<file path="config.mk">
export PLATFORM = sky130hd
export DESIGN_NAME = and2_gate
export DESIGN_NICKNAME = d
export VERILOG_FILES = /design/src/rtl/and2_gate.sv
export SDC_FILE = /design/constraint.sdc
export NUM_CORES = 1
export LEC_CHECK = 0
export BUFFER_PORTS_ARGS = -buffer_cell sky130_fd_sc_hd__buf_2
export CORE_ASPECT_RATIO = 1.5
export CORE_MARGIN = 3
export CORE_UTILIZATION = 40
export DETAILED_ROUTE_END_ITERATION = 10
export PLACE_DENSITY = 0.65
export SLEW_MARGIN = 40
export SYNTH_ARGS = -nofsm -noshare
export SYNTH_HDL_FRONTEND = slang
export SYNTH_SLANG_ARGS = --single-unit
</file>
<file path="constraint.sdc">
create_clock -name clk -period 2.3 [get_ports clk]
set_clock_uncertainty 0.15 [all_clocks]
set_input_delay 0.345 -clock clk [delete_from_list [all_inputs] [get_ports clk]]
set_output_delay 0.345 -clock clk [all_outputs]
set_load 0.005 [all_outputs]
</file>
<file path="src/rtl/and2_gate.sv">
// and2_gate: bitwise AND with registered copy, rising-edge pulse and saturating high-cycle counter
module and2_gate #(
    parameter int WIDTH = 1,
    parameter int CNT_W = 16
) (
    input  logic             clk,
    input  logic             rst,
    input  logic [WIDTH-1:0] A,
    input  logic [WIDTH-1:0] B,
    input  logic             en,
    output logic [WIDTH-1:0] Y,
    output logic             all_ones,
    output logic [WIDTH-1:0] Y_q,
    output logic             rise,
    output logic [CNT_W-1:0] hi_count
);
    logic prev;
    assign Y        = A & B;
    assign all_ones = &Y;
    always_ff @(posedge clk) begin
        if (rst) begin
            Y_q      <= '0;
            prev     <= 1'b0;
            rise     <= 1'b0;
            hi_count <= '0;
        end else begin
            rise <= en & all_ones & ~prev;
            if (en) begin
                Y_q  <= Y;
                prev <= all_ones;
                if (all_ones && !(&hi_count)) hi_count <= hi_count + 1'b1;
            end
        end
    end
endmodule

</file>
# == Word level (Yosys, flattened, before mapping) ==
# Index checks and enable logic that the tools add are counted.
# totals
ff_bits,18
input_bits,5
out_inout_bits,20
# classes
add_sub_neg,1
bitwise_logic,4
reduce_logical,4
# ops
op,n
adder 16 x 1 -> 16 bit (second input constant),1
AND reduction 16 bit,1
bitwise AND 1 bit,3
AND reduction 2 bit,1
logical AND 1 bit,1
logical NOT 1 bit,1
inverter 1 bit,1

# == Logic depth before layout (Yosys ltp) ==
# depth
word_depth,4
ltp_mapped,6

# == Least setup slack after synthesis ==
# Ideal clock, no wire load.
# synth_path
path_type,flip-flop to flip-flop
start,register hi_count[0]
end,register hi_count[10]
setup_time_ns,0.121
arrival_ns,1.638
required_time_ns,2.029
path_slack_ns,0.392
stages_incl_launch_ff,7
n_path_buf,1
cell_sequence,dfxtp_1 -> ha_1 -> nand3_1 -> nand2b_1 -> buf_2 -> nor4_1 -> mux2_2
# synth_between
elab_chain_len,4
# synth_rtl
item,line_no,rtl
from (decl),15,output logic [CNT_W-1:0] hi_count
from (signal assigned),31,if (all_ones && !(&hi_count)) hi_count <= hi_count + 1'b1;
"parallel branches: the longest is 4 deep, another holds adder 16 x 1 -> 16 bit",n/a,
# Parallel ways; which one is timed is not known.
# A chain may end at the register's enable or synchronous reset.

# == Final worst setup path ==
# Same ends and word-level chain as after synthesis.

==> flow_summary.yaml <==
outcome:
  outcome: "complete, no violations"
layout:
  final_cell_mix: "buf_2 (24), dfxtp_1 (18), a21oi_1 (14)"
  syn_to_final_growth_pct: 18.1
  diodes: 0
  drive_gt1_frac: 0.308
  instances_no_fill: 152
  final_common_cell: "buf_2"
  fin_nets: 137
die:
  ios: 25
  core.rowCount: 20
  die_area_um2: 2920
  floorplan.initialDensity: 0.437
  core_area_um2: 2100
  die_height_um: 64.7
  die_w_um: 45.2
sta:
  timing.final.crit_share: 0.905
  worstMarginPinSlew_ns: 0.582
  setup_viol_count_final: 0
  setup_tns_ns: 0
  rsz0062_at_grt: "no"
  clock.fmax_mhz: 481
  post-route-min-period_ns: 2.08
  slew_viol_final: 0
  hold_viol: 0
  slew_headroom: 0.609
clocking:
  h-tree-depth: 1
  cts_tree: "yes"
  clock_sinks: 18
  clock-root-buffer: "clkbuf_4"
  clock_latency_ns: 0.31
  holdBufCountCts: 0
  clk_pin_slew_ns: 0.10
  cts_buffers: 3
  clock_path_buffers: 2
routing:
  drt_iter0_markers: 39
  ant_nets: 0
  wirelength_um: 2090
  routedWlPerCell_um: 13.8
  vias: 899
  drc: 0
  dr.pass1.iters: 4
  viasPerCell: 5.91
worst_setup_path:
  crit_type: "flop to flop"
  rr_startpoint: "hi_count[0]$_SDFFE_PP0P_"
  cp-end-kind: "flop"
  arrival_ns: 2.14
  crit_start: "hi_count[0]$_SDFFE_PP0P_"
  cp_max_fo: 11
  required_ns: 2.36
  cp-start-kind: "flop"
logic_synthesis:
  post_synth_inst_count: 106
  yosys.area.top_type_share: 0.392
  synth_xor_area_frac: 0
  synth_top_family_by_area: "simple AND/OR/NAND/NOR gates"
  synth-adder-area-share: 0.0136
  ys_seq_area_frac: 0.392
  synth.yosys.warnings: 0
  synth_area_per_cell_um2: 8.68
  synth_compound_area_frac: 0.170
  synth.largest_area_cell: "dfxtp_1"
  syn_area_um2: 920
  synth.area.top_cells: "dfxtp_1 (39%), a21oi_1 (7.6%), o31ai_1 (5.7%), nand4_1 (4.1%), or4_1 (4.1%)"
  synth_mux_area_frac: 0.0367
  synth_fp_nets: 112
  synth.distinct_cells: 34
  synth_seq_cells: 18
  synth-simple-area-share: 0.350
power:
  internal_power_mw: 0.419
  power_density_nw_per_um2: 496
  switching_share: 0.223
  p_switching_mw: 0.120
  power_frac_comb: 0.041
  p_leak_nw: 0.429
  clock_power_share: 0.373
  ir_drop_v: 0.000326
  p_seq_frac: 0.586
grt:
  grt_max_degree: 22
  track_usage: 0.165
  grt_first_pass_wirelength_um: 3640
  first_global_vias: 835
  antenna_found_initial: 0
  grt_overflow: 0
place:
  place_congestion: 0.760
  hpwl_um: 1560
  io_buffers: 24
  placedCellCount: 148
hold_path:
  min_from: "en"
  hold_class: "input port to flop"
run:
  drv_cap: 0
-- critical path: stages, from the launching register on --
cell and delay, ns:
dfxtp_1 0.44, ha_1 0.21, nand3_1 0.15, nand2b_2 0.32, nor4_1 0.36, mux2_2 0.37
-- per-stage QoR --
step / hold WS [ns] / cell area (µm²) / power (mW) / util / setup WS, ns
6_report: 0.189 / 1090 / 0.539 / 0.517 / 0.219
4_1_cts: 0.191 / 1080 / 0.545 / 0.515 / 0.151
3_3_place_gp: 0.289 / 1050 / 0.344 / 0.498 / 0.199
5_1_grt: 0.223 / 1090 / 0.560 / 0.517 / 0.0418
3_5_place_dp: 0.302 / 1050 / 0.345 / 0.498 / 0.178
2_1_floorplan: 0.302 / 920 / 0.335 / - / 0.392
-- registers in the layout (all words and copies together), names as in the netlist --
signal and flops:
hi_count 16, rise 1, prev 1
-- Yosys cell counts, drive strengths merged --
master	number
nand2	7
inv	2
or4	7
and2	1
nand3b	1
a21oi	14
dfxtp	18
nor2	5
clkbuf	2
and3	1
nand2b	2
buf	3
nor2b	3
nor4	2
or2	3
o21ai	5
nor3	4
or4b	1
nand4	7
o31ai	7
o41ai	1
ha	1
mux2	3
or3	4
nand3	2
-- worst paths after layout --
check             slack, ns                         to  cells after the start
setup / recovery       0.22  hi_count[10]$_SDFFE_PP0P_                      5
hold / removal         0.19          prev$_SDFFE_PP0P_                      3
setup reg to reg       0.22  hi_count[10]$_SDFFE_PP0P_                      5
hold reg to reg        0.31            rise$_SDFF_PP0_                      1
-- kinds of logic after synthesis --
group                      after synthesis
adders and majority gates                1
buffers and inverters                    7
AOI/OAI and AO/OA                       27
muxes                                    3
and+or+nand+nor                         50
DFF                                     18
-- cell type report --
type                       instances  area [µm²]
clock buffer                       4        36.3
fill                             233        1020
inverter                           2        7.51
multi-input combinational         81         527
sequential                        18         360
tap                               22        27.5
timing repair buffer              25         128
-- power groups by stage --
stage,logic [mW],clock network (mW),registers [mW]
2_1_floorplan,0.0122,0,0.323
3_3_place_gp,0.0212,0,0.323
3_5_place_dp,0.0219,0,0.323
4_1_cts,0.0219,0.208,0.316
5_1_grt,0.0249,0.219,0.316
6_report,0.0219,0.201,0.316
-- repair_timing --
| action | 4_1_cts | 5_1_grt |
|---|---|---|
| buffers inserted | 0 | 0 |
| gates resized for setup | 0 | 1 |
| endpoints found under the setup margin | 0 | 1 |
-- per-layer routing --
| metal | share of wire | track usage |
|---|---|---|
| met1 | 0.42 | 0.183 |
| met2 | 0.51 | 0.285 |
| met3 | 0.044 | 0.0194 |
| met4 | 0.028 | 0.0989 |
| met5 | 0 | 0 |
No activity file was read; power rests on OpenSTA's default activity.
